$ cat src/rtl/bcd_pkg.sv
// Shared types and constants for the sequential binary-to-BCD converter.
// Latency: none (package only).
// Backpressure: none (package only).
package bcd_pkg;

  typedef enum logic [1:0] {
    IDLE  = 2'd0,
    SHIFT = 2'd1,
    DONE  = 2'd2
  } state_t;

  // Digit code the seven-segment decoder renders as all segments off
  localparam logic [3:0] BLANK_CODE  = 4'hF;
  // Largest legal decimal digit, used for the saturated overflow result
  localparam logic [3:0] DIGIT_MAX   = 4'd9;
  // Digits at or above this value get +3 before each shift
  localparam logic [3:0] ADD3_THRESH = 4'd5;

endpackage

$ cat src/rtl/bcd_add3_digit.sv
// One double-dabble correction cell: adds 3 to a BCD digit that is >= 5.
// Latency: purely combinational.
// Backpressure: none.
module bcd_add3_digit
  import bcd_pkg::*;
(
  input  logic [3:0] i_digit,
  output logic [3:0] o_digit
);

  assign o_digit = (i_digit >= ADD3_THRESH) ? (i_digit + 4'd3) : i_digit;

endmodule

$ cat src/rtl/bcd_seq_converter.sv
// Iterative binary-to-BCD converter (shift-and-add-3), saturating to all 9s on overflow.
// Latency: done_o in the cycle after edge k+BIN_W+1 for an accept at edge k; BIN_W+2 cycles per result.
// Backpressure: ready_o is high only in IDLE; start_i while busy is dropped. Build option BCD_LZ_BLANK_EN blanks leading zeros.
module bcd_seq_converter
  import bcd_pkg::*;
#(
  parameter int BIN_W  = 8,
  parameter int DIGITS = 2
) (
  input  logic                  clk_i,
  input  logic                  rst_i,
  input  logic                  start_i,
  input  logic [BIN_W-1:0]      bin_i,
  output logic                  ready_o,
  output logic [4*DIGITS-1:0]   bcd_o,
  output logic                  done_o,
  output logic                  ovf_o
);

  localparam int BCD_W = 4 * DIGITS;
  localparam int CNT_W = $clog2(BIN_W + 1);

  state_t             r_state;
  state_t             w_state_nxt;
  logic               w_ready;
  logic               w_accept;

  logic [BIN_W-1:0]   r_bin;
  logic [BCD_W-1:0]   r_acc;
  logic [CNT_W-1:0]   r_cnt;
  logic               r_sticky;

  logic [BCD_W-1:0]   w_acc_add;
  logic [BCD_W-1:0]   w_acc_shift;
  logic [BIN_W-1:0]   w_bin_shift;
  logic [BCD_W-1:0]   w_result;

  logic [BCD_W-1:0]   r_bcd;
  logic               r_ovf;
  logic               r_done;

  // Add-3 correction on every accumulator digit, applied before the shift
  genvar g;
  generate
    for (g = 0; g < DIGITS; g++) begin : g_add3
      bcd_add3_digit u_add3 (
        .i_digit (r_acc[4*g +: 4]),
        .o_digit (w_acc_add[4*g +: 4])
      );
    end
  endgenerate

  // The top accumulator bit falls off the end; the binary MSB enters at the bottom
  assign w_acc_shift = {w_acc_add[BCD_W-2:0], r_bin[BIN_W-1]};
  assign w_bin_shift = {r_bin[BIN_W-2:0], 1'b0};
  assign w_accept    = start_i && w_ready;

  // State register
  always_ff @(posedge clk_i or posedge rst_i) begin
    if (rst_i) begin
      r_state <= IDLE;
    end else begin
      r_state <= w_state_nxt;
    end
  end

  // Next-state and handshake decode
  always_comb begin
    w_state_nxt = r_state;
    w_ready     = 1'b0;
    case (r_state)
      IDLE: begin
        w_ready = 1'b1;
        if (start_i) begin
          w_state_nxt = SHIFT;
        end
      end
      SHIFT: begin
        // Counter reaches zero with this shift
        if (r_cnt == CNT_W'(1)) begin
          w_state_nxt = DONE;
        end
      end
      DONE: begin
        w_state_nxt = IDLE;
      end
      default: begin
        w_state_nxt = IDLE;
      end
    endcase
  end

  // Shift datapath: load on accept, one add-3/shift step per SHIFT cycle
  always_ff @(posedge clk_i or posedge rst_i) begin
    if (rst_i) begin
      r_bin    <= '0;
      r_acc    <= '0;
      r_cnt    <= '0;
      r_sticky <= 1'b0;
    end else if (w_accept) begin
      r_bin    <= bin_i;
      r_acc    <= '0;
      r_cnt    <= CNT_W'(BIN_W);
      r_sticky <= 1'b0;
    end else if (r_state == SHIFT) begin
      r_bin <= w_bin_shift;
      r_acc <= w_acc_shift;
      r_cnt <= r_cnt - CNT_W'(1);
      if (w_acc_add[BCD_W-1]) begin
        r_sticky <= 1'b1;
      end
    end
  end

  // Final result: saturate on overflow, otherwise optionally blank leading zeros
  always_comb begin
    w_result = r_acc;
    if (r_sticky) begin
      for (int d = 0; d < DIGITS; d++) begin
        w_result[4*d +: 4] = DIGIT_MAX;
      end
    end else begin
`ifdef BCD_LZ_BLANK_EN
      // Walk down from the top digit; digit 0 always stays visible
      for (int d = DIGITS - 1; d >= 1; d--) begin
        if (w_result[4*(d+1) +: 4*(DIGITS-d)] == {(DIGITS-d){BLANK_CODE}}
            || d == DIGITS - 1) begin
          if (r_acc[4*d +: 4] == 4'd0 &&
              (d == DIGITS - 1 || w_result[4*(d+1) +: 4] == BLANK_CODE)) begin
            w_result[4*d +: 4] = BLANK_CODE;
          end
        end
      end
`endif
    end
  end

  // Output register: capture result and pulse done while leaving DONE
  always_ff @(posedge clk_i or posedge rst_i) begin
    if (rst_i) begin
      r_bcd  <= '0;
      r_ovf  <= 1'b0;
      r_done <= 1'b0;
    end else begin
      r_done <= (r_state == DONE);
      if (r_state == DONE) begin
        r_bcd <= w_result;
        r_ovf <= r_sticky;
      end
    end
  end

  assign ready_o = w_ready;
  assign bcd_o   = r_bcd;
  assign done_o  = r_done;
  assign ovf_o   = r_ovf;

endmodule

$ cat config.mk
export PLATFORM = sky130hd
export DESIGN_NAME = bcd_seq_converter
export DESIGN_NICKNAME = d
export VERILOG_FILES = /design/src/rtl/bcd_pkg.sv /design/src/rtl/bcd_add3_digit.sv /design/src/rtl/bcd_seq_converter.sv
export SDC_FILE = /design/constraint.sdc
export NUM_CORES = 1
export LEC_CHECK = 0
export CORE_UTILIZATION = 53
export CTS_CLUSTER_SIZE = 20
export DETAILED_ROUTE_END_ITERATION = 16
export GPL_TIMING_DRIVEN = 0
export PLACE_DENSITY = 0.78
export RECOVER_POWER = 25
export SLEW_MARGIN = 20
export SYNTH_ARGS = -nofsm -noshare
export SYNTH_HDL_FRONTEND = slang
export SYNTH_SLANG_ARGS = --single-unit
$ cat constraint.sdc
create_clock -name clk_i -period 1.9 [get_ports clk_i]
set_input_delay 0.38 -clock clk_i [delete_from_list [all_inputs] [get_ports clk_i]]
set_output_delay 0.38 -clock clk_i [all_outputs]
set_load 0.05 [all_outputs]
# Word-level counts from Yosys, hierarchy flattened
# Cells that the tools add are included.
# op_classes
eq_ne	5
add_sub_neg	3
mux	16
magnitude_cmp	2
n_reduce_logical	6
# ops
cell	n
$mux 8	5
$mux 4	4
$add 4x2->4 const B	2
$ge 4x3->1 const B	2
$eq 4x1->1 const B	1
$mux 1	4
$mux 2	2
$ne 2x2->1 const B	2
$pmux 2 s2	1
$reduce_and 2->1	2
$reduce_bool 2->1	2
$sub 4x1->4 const B	1
$eq 2x1->1 const B	1
$eq 2x2->1 const B	1
$logic_not 2->1	1
$logic_and 1x1->1	1
# word_totals
inputBits	11
out_inout_bits	11
ff_bits	33
wordCells	40

# Longest topological paths before layout
# Gate-level depths: netlist (run 1).
# logic_depth
ltp_word	5
depth_mapped	6
ltp_nobuf	6

# Cells and area by module
# Synthesis (run 1) repeated with hierarchy kept, for this count alone.
# unflattened
cells_unflattened	174
area_unflattened_um2	1581.5
# by_module_without_submodules
mod	area_per_inst_um2	cells_each	n_inst
bcd_seq_converter	1378.8	142	1
bcd_add3_digit	101.3	16	2

# Worst setup path after synthesis (run 1)
# Ideal clock, no wire load.
# synth_timing
path_kind	register to register
start	reg r_acc[4]
end	reg r_acc[6]
n_path_buf	0
required_ns	1.818
path_stages_with_launch	7
t_arrival_ns	1.442
setup_time_ns	0.082
slack_ns	0.376
path_cell_list	dfrtp_1 > inv_1 > ha_1 > nand2b_1 > a21oi_1 > mux2_2 > o22ai_1
# synth_via
elab_chain_cells	4
# synth_lines
element	line	rtl
start, declared	bcd_seq_converter.sv:29	logic [BCD_W-1:0] r_acc;
start signal, assigned	bcd_seq_converter.sv:107	r_acc <= w_acc_shift;
$add 4x2->4 or $ge 4x3->1 (tied branches)	bcd_add3_digit.sv:11	assign o_digit = (i_digit >= ADD3_THRESH) ? (i_digit + 4'd3) : i_digit;
$mux 4 *	bcd_add3_digit.sv:11	
$mux 8 *	bcd_seq_converter.sv:105	end else if (r_state == SHIFT) begin
$mux 8 *	bcd_seq_converter.sv:100	end else if (w_accept) begin
# Mark *: on every way between the ends. The rest lies on a longest branch, timed or not. The select of a mux whose other input is x is not followed.
# A chain may end at the register's enable or synchronous reset.

# Worst setup path after layout (run 1)
# layout_timing
start	reg r_done (netlist: done_o)
end	out done_o
# layout_lines
element	line	rtl
start, declared	bcd_seq_converter.sv:40	logic r_done;
start signal, assigned	bcd_seq_converter.sv:145	r_done <= (r_state == DONE);
end, declared	bcd_seq_converter.sv:16	output logic done_o,
# No word-level cell between the ends.

==> impl_metrics.ini, run 1 <==
[yosys]
synthTopCellsByCount = nand2_1, dfrtp_1, o21ai_0
netlist.area_leader.share_pct = 52.2
yosysMostFrequentCell = nand2_1
synth.cell_area_um2 = 1580
synth-async-reset-ratio_pct = 100
yosysTopAreaCell = dfrtp_1
yosysWarnings = 0
syn-num-nets = 173
synth_cell_types = 27
synth_ff_type = dfrtp_1
synth_area_leaders = dfrtp_1, nand2_1, ha_1, o21ai_0, a22oi_1
syn_inst = 156
ys_seq_area_share_pct = 52.2
ys_seq_elements = 33
syn_avg_cell_area_um2 = 10.1
synth_edf_count = 0

[routing]
wl_per_cell_um = 13.9
drc_errors = 0
drt_iter0_drc = 57
routed_wl_mm = 3.01
num_vias = 1212
ant_nets = 0
viasPerCell = 5.61
first_pass_iters = 6

[floorplanning]
row_count = 19
initial_core_util_pct = 56.9
die-area_um2 = 3210
ioPinCount = 22
die_width_um = 56.6
die_y_um = 56.6
coreArea_um2 = 2780

[place]
io_buffers = 21
dp_cells = 208
placed_area_um2 = 1830
hpwl_mm = 2.09
place_congestion = 0.856

[cts]
htree_levels = 2
cts_root_buffer = clkbuf_4
cts_setup_buffers = 0
clk_pin_slew_ns = 0.10
cts_buffers = 5
cts_max_path_buffers = 2
clk_latency_ns = 0.33
cts.sinks = 33
cts_tree = built

[setup_path]
cp_slowest_cell = clkdlybuf4s50_1
crit_required_ns = 1.52
path_cells = clkdlybuf4s50_1
setup.worst_path.end_class = primary output
cp-start-kind = flip-flop
cp_max_fo = 1
crit_start = done_o$_DFF_PP0_
critPathMaxStageDelay_ns = 0.79
cp_num_buf_inv = 1
critPathKind = flip-flop to primary output
path_delay_family = buffers and inverters
worstPathArrival_ns = 1.45
rr_startpoint = r_acc[5]$_DFFE_PP0P_

[timing]
period_minus_slack_ns = 1.83
drv_slew = 0
min_period_over_period_pct = 96.4
tightest_slew_ns = 1.22
fmaxAchievable_mhz = 546
setup_viol = 0
clock_skew_ns = 0.00218
hold_violations = 0
rsz0062_at_grt = no
slew_headroom_pct = 18.4
setup_tns_ns = 0

[layout]
drive_gt1_share_pct = 10.8
diodes = 0
final_area_um2 = 1930
area_growth_pct = 22.3
final_cell_count_no_fill = 216
nets = 201

[global_route]
grt-ovfl-total = 0
grt_pass1_vias = 1206
grt_pass1_wl_mm = 5.27
grtUsageTotal_pct = 21.6
grt_max_degree = 34
antenna_found_initial = 0

[worst_hold_path]
hp-start = bcd_o[7]$_DFFE_PP0P_
hold_path.class = flip-flop to flip-flop

[power_and_ir_drop]
peakVddDrop_uv = 1330
p_per_area_nw_per_um2 = 1810
total_power_mw = 3.49
leakagePower_nw = 1.01

[status]
status = finished, final reports clean

[run]
drv_cap = 0
==> placed cells by master (no fill, tap or decap), drive strengths merged <==
| master | count |
|---|---|
| nand2 | 34 |
| dfrtp | 33 |
| o21ai | 14 |
| clkdlybuf4s50 | 10 |
| inv | 8 |
| dlymetal6s2s | 8 |
| nor2 | 8 |
| a22oi | 7 |
| nand2b | 7 |
| o22ai | 7 |
| clkbuf | 7 |
| buf | 7 |
| ha | 6 |
| o31ai | 4 |
| a21oi | 4 |
| mux2 | 3 |
| xnor2 | 3 |
| nor3b | 3 |
| xor2 | 2 |
| nand3 | 2 |
| nor2b | 1 |
| nor4 | 1 |
| nor3 | 1 |
| and2 | 1 |
| bufinv | 1 |
| dlygate4sd3 | 1 |
| dlygate4sd2 | 1 |
| clkdlybuf4s15 | 1 |
==> state kept, by name, summed over array words and instances, names as in the netlist <==
register,flops
r_sticky,1
done_o,1
ovf_o,1
bcd_o,8
r_acc,8
r_bin,8
r_cnt,4
r_state,2
==> cells by family after synthesis <==
kind of cell / share of synthesized area (%)
compound gates: 13.7
fa+ha+maj: 4.75
buf+inv: 5.54
simple gates: 18.9
mux: 2.14
flops: 52.2
xor+xnor: 2.77
==> worst reg2reg max path: stages, from the launching register on <==
cell and delay, ns:
dfrtp_1 0.41, inv_1 0.14, ha_1 0.23, nand2b_1 0.07
a21oi_1 0.28, mux2_2 0.38, o22ai_1 0.15
==> layout make-up <==
type	count	area, um^2
clock buffer	7	55.1
sequential	33	826
buffer	7	57.6
multi-input combinational	108	668
tap	31	38.8
clock inverter	1	30.0
inverter	8	30.0
fill	217	847
timing repair buffer	21	229
==> per-layer routing <==
metal  track usage [%]  up-vias  part of all wire, %
li1                  -      587                    -
met1              25.6      587                   44
met2              35.1       31                   50
met3              5.76        7                  4.8
met4              12.9        0                  2.0
met5                 0        -                    0
==> metrics by stage <==
step                utilization (%)  setup WS (ns)  hold slack [ns]
CTS                            68.8         0.0137            0.478
floorplan                         -          0.376            0.446
finish                         69.5         0.0676            0.481
global route                   69.5         0.0156            0.507
global placement               65.8          0.114            0.458
detailed placement             65.8         0.0672            0.468
==> timing repair <==
item,in CTS,in global routing
endpoints found under the setup margin,2,9
gates resized for setup,2,9
hold buffers,0,0
pin swaps,0,0
==> where the power goes <==
group / switching [mW] / total, mW / internal (mW)
logic: 1.01 / 1.71 / 0.690
clock network: 0.234 / 0.548 / 0.314
registers: 0.242 / 1.24 / 0.998
total: 1.49 / 3.49 / 2.00
==> final timing paths <==
kind	to	slack [ns]	depth (start not counted)
worst max-delay path	done_o	0.07	1
worst min-delay path	bcd_o[7]$_DFFE_PP0P_	0.48	2
worst max register to register	r_acc[6]$_DFFE_PP0P_	0.16	6
worst min register to register	bcd_o[7]$_DFFE_PP0P_	0.48	2
max in group asynchronous	bcd_o[7]$_DFFE_PP0P_	0.36	2
min in group asynchronous	r_acc[0]$_DFFE_PP0P_	0.81	2
Power figures use the tool's default switching activity.
==> inputs of run 2 (changes only) <==
SLEW_MARGIN = 25   (was 20)
==> results of run 2 <==
Same layout as run 1: the final DEF is identical, and so are final timing and power.
